## config.mk

```make
export PLATFORM = sky130hd
export DESIGN_NAME = spy_delay_sensor
export DESIGN_NICKNAME = d
export VERILOG_FILES = /design/src/rtl/spy_delay_sensor.sv
export SDC_FILE = /design/constraint.sdc
export NUM_CORES = 1
export LEC_CHECK = 0
export CORE_UTILIZATION = 50
export CTS_CLUSTER_SIZE = 40
export DETAILED_ROUTE_END_ITERATION = 6
export GPL_TIMING_DRIVEN = 0
export PLACE_DENSITY = 0.71
export SLEW_MARGIN = 20
export SYNTH_ARGS = -nofsm -noshare
export SYNTH_HDL_FRONTEND = slang
export SYNTH_SLANG_ARGS = --single-unit
```

## constraint.sdc

```tcl
create_clock -name clk -period 4.2 [get_ports clk]
set_input_delay 1.26 -clock clk [delete_from_list [all_inputs] [get_ports clk]]
set_output_delay 1.26 -clock clk [all_outputs]
set_load 0.02 [all_outputs]
```

## src/rtl/spy_delay_sensor.sv

```systemverilog
// Tapped inverting delay-line sensor: launches an edge, samples every tap one clock later,
// decodes how far the edge travelled and reports sum/min/max depth over a batch of samples.
`timescale 1ns/1ps
module spy_delay_sensor #(
  parameter int CHAIN_LEN = 64,
  parameter int SAMPLE_W  = 8,
  parameter int REST_CYC  = 4,
  parameter int DEPTH_W   = $clog2(CHAIN_LEN+1)
) (
  input  logic                        clk,
  input  logic                        rst,
  input  logic                        start,
  input  logic                        continuous,
  input  logic [SAMPLE_W-1:0]         num_samples,
  output logic                        busy,
  output logic                        result_valid,
  input  logic                        result_ready,
  output logic [DEPTH_W+SAMPLE_W-1:0] result_sum,
  output logic [DEPTH_W-1:0]          result_min,
  output logic [DEPTH_W-1:0]          result_max,
  output logic                        chain_out
);
  localparam int SUM_W  = DEPTH_W + SAMPLE_W;
  localparam int REST_W = (REST_CYC > 1) ? $clog2(REST_CYC) : 1;
  localparam logic [REST_W-1:0] REST_LAST = REST_W'((REST_CYC > 0) ? REST_CYC - 1 : 0);

  typedef enum logic [2:0] {
    S_IDLE, S_LAUNCH, S_CAPTURE, S_SYNC, S_DECODE, S_ACCUM, S_REST, S_REPORT
  } state_e;

  state_e                state_q, state_d;
  logic                  launch_q, launch_d;
  logic [CHAIN_LEN-1:0]  cap_q, cap_d, sync_q, sync_d;
  logic [DEPTH_W-1:0]    depth_q, depth_d;
  logic [SUM_W-1:0]      acc_sum_q, acc_sum_d, res_sum_q, res_sum_d;
  logic [DEPTH_W-1:0]    acc_min_q, acc_min_d, acc_max_q, acc_max_d;
  logic [DEPTH_W-1:0]    res_min_q, res_min_d, res_max_q, res_max_d;
  logic [SAMPLE_W-1:0]   cnt_q, cnt_d, n_q, n_d;
  logic                  cont_q, cont_d;
  logic [REST_W-1:0]     rest_q, rest_d;
  logic                  busy_q, busy_d, res_valid_q, res_valid_d;

  // Each stage is its own kept net so synthesis cannot collapse the inverter pairs.
  (* keep *) logic [CHAIN_LEN-1:0] tap;
  for (genvar i = 0; i < CHAIN_LEN; i++) begin : g_stage
    (* keep *) logic o;
    if (i == 0) begin : g_head
      assign o = ~launch_q;
    end else begin : g_body
      assign o = ~g_stage[i-1].o;
    end
    assign tap[i] = o;
  end
  assign chain_out = tap[CHAIN_LEN-1];

  // Settled chain pattern for the current launch level; depth is the matching prefix length.
  logic [CHAIN_LEN-1:0] exp_vec;
  logic [DEPTH_W-1:0]   decode_depth;
  logic                 run;
  always_comb begin
    exp_vec      = '0;
    decode_depth = '0;
    run          = 1'b1;
    for (int i = 0; i < CHAIN_LEN; i++) begin
      exp_vec[i] = launch_q ^ ~i[0];
      if (run && (sync_q[i] == exp_vec[i])) decode_depth = decode_depth + 1'b1;
      else run = 1'b0;
    end
  end

  always_comb begin
    state_d     = state_q;
    launch_d    = launch_q;
    cap_d       = cap_q;
    sync_d      = sync_q;
    depth_d     = depth_q;
    acc_sum_d   = acc_sum_q;
    acc_min_d   = acc_min_q;
    acc_max_d   = acc_max_q;
    res_sum_d   = res_sum_q;
    res_min_d   = res_min_q;
    res_max_d   = res_max_q;
    res_valid_d = res_valid_q;
    cnt_d       = cnt_q;
    n_d         = n_q;
    cont_d      = cont_q;
    rest_d      = rest_q;
    case (state_q)
      S_IDLE: if (start) begin
        cont_d    = continuous;
        n_d       = (num_samples == '0) ? SAMPLE_W'(1) : num_samples;
        acc_sum_d = '0;
        acc_min_d = '1;
        acc_max_d = '0;
        cnt_d     = '0;
        state_d   = S_LAUNCH;
      end
      S_LAUNCH: begin
        launch_d = ~launch_q;
        state_d  = S_CAPTURE;
      end
      S_CAPTURE: begin
        cap_d   = tap;
        state_d = S_SYNC;
      end
      S_SYNC: begin
        sync_d  = cap_q;
        state_d = S_DECODE;
      end
      S_DECODE: begin
        depth_d = decode_depth;
        state_d = S_ACCUM;
      end
      S_ACCUM: begin
        acc_sum_d = acc_sum_q + SUM_W'(depth_q);
        acc_min_d = (depth_q < acc_min_q) ? depth_q : acc_min_q;
        acc_max_d = (depth_q > acc_max_q) ? depth_q : acc_max_q;
        cnt_d     = cnt_q + 1'b1;
        rest_d    = '0;
        state_d   = S_REST;
      end
      S_REST: begin
        if (rest_q == REST_LAST) begin
          if (cnt_q == n_q) begin
            res_sum_d   = acc_sum_q;
            res_min_d   = acc_min_q;
            res_max_d   = acc_max_q;
            res_valid_d = 1'b1;
            state_d     = S_REPORT;
          end else begin
            state_d = S_LAUNCH;
          end
        end else begin
          rest_d = rest_q + 1'b1;
        end
      end
      S_REPORT: if (result_ready) begin
        res_valid_d = 1'b0;
        if (cont_q) begin
          acc_sum_d = '0;
          acc_min_d = '1;
          acc_max_d = '0;
          cnt_d     = '0;
          state_d   = S_LAUNCH;
        end else begin
          state_d = S_IDLE;
        end
      end
      default: state_d = S_IDLE;
    endcase
    busy_d = (state_d != S_IDLE);
  end

  always_ff @(posedge clk) begin
    if (rst) begin
      state_q     <= S_IDLE;
      launch_q    <= 1'b0;
      cap_q       <= '0;
      sync_q      <= '0;
      depth_q     <= '0;
      acc_sum_q   <= '0;
      acc_min_q   <= '1;
      acc_max_q   <= '0;
      res_sum_q   <= '0;
      res_min_q   <= '1;
      res_max_q   <= '0;
      res_valid_q <= 1'b0;
      cnt_q       <= '0;
      n_q         <= '0;
      cont_q      <= 1'b0;
      rest_q      <= '0;
      busy_q      <= 1'b0;
    end else begin
      state_q     <= state_d;
      launch_q    <= launch_d;
      cap_q       <= cap_d;
      sync_q      <= sync_d;
      depth_q     <= depth_d;
      acc_sum_q   <= acc_sum_d;
      acc_min_q   <= acc_min_d;
      acc_max_q   <= acc_max_d;
      res_sum_q   <= res_sum_d;
      res_min_q   <= res_min_d;
      res_max_q   <= res_max_d;
      res_valid_q <= res_valid_d;
      cnt_q       <= cnt_d;
      n_q         <= n_d;
      cont_q      <= cont_d;
      rest_q      <= rest_d;
      busy_q      <= busy_d;
    end
  end

  assign busy         = busy_q;
  assign result_valid = res_valid_q;
  assign result_sum   = res_sum_q;
  assign result_min   = res_min_q;
  assign result_max   = res_max_q;
endmodule

```

==> results of run 1 <==
==> power by group through the flow <==
stage	registers [mW]	clock network, mW	logic (mW)
2_1_floorplan	0.785	0	0.0627
3_3_place_gp	0.784	0	0.103
3_5_place_dp	0.784	0	0.104
4_1_cts	0.767	0.497	0.104
5_1_grt	0.768	0.530	0.115
6_report	0.767	0.482	0.105
==> worst max-delay path, delay by kind of cell <==
family          cells  cell delay [ps]
compound gates      4             1030
buf+inv             2              950
==> stage by stage <==
step                      instance area (um2)  total power [mW]  utilization  hold WS (ps)  setup slack (ps)
final                                    4408             1.353       0.6348         476.6              1225
after global routing                     4408             1.413       0.6348         494.4              1110
after CTS                                4408             1.368       0.6348         477.0              1237
after detailed placement                 4245            0.8878       0.6114         462.6             877.6
after global placement                   4245            0.8868       0.6114         453.9             876.1
after floorplan                          3685            0.8479            -         441.6              1531
==> registers in the layout, summed over array words and instances, names as in the netlist, 2 cells and up <==
name / flops
cap_q: 2
acc_max_q: 4
sync_q: 2
acc_min_q: 4
result_sum: 15
depth_q: 4
n_q: 8
acc_sum_q: 15
state_q: 3
result_max: 4
result_min: 4
rest_q: 2
cnt_q: 8
==> final timing paths <==
| kind | cells after the start | start | slack, ps | end |
|---|---|---|---|---|
| worst max-delay path | 6 | result_ready | 1220 | acc_sum_q[7]$_SDFFE_PP0P_ |
| worst min-delay path | 2 | acc_min_q[1]$_SDFFE_PP1P_ | 480 | acc_min_q[1]$_SDFFE_PP1P_ |
| worst max register to register | 7 | depth_q[0]$_SDFFE_PP0P_ | 1960 | acc_sum_q[8]$_SDFFE_PP0P_ |
| worst min register to register | 2 | acc_min_q[1]$_SDFFE_PP1P_ | 480 | acc_min_q[1]$_SDFFE_PP1P_ |
==> layout make-up <==
| class | instances | area, um2 | area share |
|---|---|---|---|
| Buffer | 25 | 127.6 | 0.02895 |
| Clock buffer | 10 | 137.6 | 0.03122 |
| Clock inverter | 5 | 25.02 | 0.005677 |
| Inverter | 19 | 71.32 | 0.01618 |
| Multi-Input combinational cell | 298 | 1904 | 0.4320 |
| Sequential cell | 79 | 1582 | 0.3588 |
| Tap cell | 96 | 120.1 | 0.02725 |
| Timing Repair Buffer | 44 | 440.4 | 0.09991 |
==> metal layers <==
layer  routed length (um)  vias up
li1                     -     1586
met1                 4007     1475
met2                 3789       58
met3                  379       14
met4                  102        0
met5                    0        -
==> placed cells by master (no fill, tap or decap), types with 3 or more instances in the layout <==
cell / instances
nand4_1: 8
o21ai_0: 11
clkbuf_8: 10
o22ai_1: 5
a31oi_1: 3
dfxtp_1: 79
o211ai_1: 5
or3_1: 3
and3_1: 8
o32ai_1: 4
clkinv_2: 5
nand3_1: 9
buf_2: 3
inv_1: 18
clkdlybuf4s50_1: 44
a21oi_1: 25
nand2_1: 44
xnor2_1: 4
nor3_1: 10
a211oi_1: 3
buf_4: 8
ha_1: 16
nor2b_1: 3
o21a_1: 4
clkbuf_1: 13
xor2_1: 16
a21o_1: 3
a22oi_1: 9
mux2i_1: 25
nor2_1: 53
==> impl_metrics.yaml, run 1 <==
sta:
  rsz0062_at_grt: "no"
  slew_viol_final: 0
  setup_tns_ps: 0
  period_share: 0.7084
  tightestPinTransition_ps: 884.7
  skew_ps: 5.929
  max_clock_freq_mhz: 336.1
  hold_viol_final: 0
  slew_headroom: 0.4062
  period_minus_slack_ps: 2975
  finalSetupViolCount: 0
power:
  p_switching_mw: 0.3326
  clkPwrFrac: 0.356
  pwr-share-comb: 0.077
  vdd_drop_max_uv: 265.2
  p_int_mw: 1.021
  p_sw_frac: 0.2458
  leakagePower_nw: 1.906
  seqPwrFrac: 0.567
  power_density_mw_per_mm2: 307.0
clock_network:
  clock-root-buffer: "clkbuf_8"
  cts_max_level: 3
  path_clk_slew_ps: 80
  ctsLongestPathBuffers: 2
  cts_resized: 0
  cts_sinks: 79
  holdBufCountCts: 0
  numCtsBuffers: 9
  clk_latency_ps: 340
  cts_setup_buffers: 0
  cts_tree: "done"
worst_setup_path:
  cpPeakStageDelay_ps: 500
  arrival_ps: 3240
  path_max_fanout: 10
  cp-end-kind: "flip-flop"
  worst_ep_required_time_ps: 4470
  critPathKind: "in -> reg"
  crit_chain: "clkdlybuf4s50_1, a21boi_0, o21a_1, clkbuf_1, o21ai_0, a21oi_1"
  start_kind: "primary input"
  cp_slowest_cell: "clkdlybuf4s50_1"
global_route:
  grt_overflow: 0
  grt_antenna_before_repair: 0
  grt_max_degree: 13
  grt_busiest_layer: "met2"
  grt_use_met2: 0.3679
  grt.met3_usage: 0.06126
  grtUsageTotal: 0.2357
  grt_first_pass_wirelength_mm: 13.86
  grtUsageMet1: 0.3205
  grt_pass1_vias: 2898
cells_and_area:
  stdcell_count: 576
  synthToLayoutAreaGrowth_pct: 19.63
  antenna_cells: 0
  nNetsFinal: 506
  n_fill_cell: 623
  drive_gt1_frac: 0.05833
flow_run:
  drv_cap: 0
floorplanning:
  row_count: 30
  initial_core_util: 0.5306
  core_mm2: 0.006944
  die_area_mm2: 0.007717
  die_y_um: 87.85
  die-width_um: 87.85
  ioPinCount: 45
yosys:
  yosys_warnings: 0
  synthCells: 421
  syn_area_mm2: 0.003685
  mappedNetlistNets: 451
  syn_area_per_cell_um2: 8.752
detailed_routing:
  drt_iter0_markers: 126
  wl_mm: 8.278
  ant_nets: 0
  firstDrtPassIters: 5
  vias: 3133
  post-route-drc-count: 0
  wl_per_cell_um: 14.37
  vias_per_cell: 5.439
place:
  dp.cells: 561
  gp_congestion: 0.8476
  dp_hpwl_mm: 6.086
  portBuffers: 44
worst_hold_path:
  hold_class: "reg -> reg"
status:
  outcome: "finished, final reports clean"
(Power assumes the default switching activity.)
==> run 2, diff against run 1 <==
==> constraint.sdc (replaced) <==
create_clock -name clk -period 3.1 [get_ports clk]
set_input_delay 0.93 -clock clk [delete_from_list [all_inputs] [get_ports clk]]
set_output_delay 0.93 -clock clk [all_outputs]
set_load 0.02 [all_outputs]
==> results of run 2 <==
The final DEF is identical to that of run 1. Status: finished, final reports clean.
Among the figures that moved: setup slack after placement 877.6 ps -> 107.6 ps; setup slack after layout 1225 ps -> 454.6 ps; register-to-register setup slack 1960 ps -> 860 ps; total power 1.353 mW -> 1.834 mW; worst IR drop on VDD 265.2 uV -> 359.3 uV
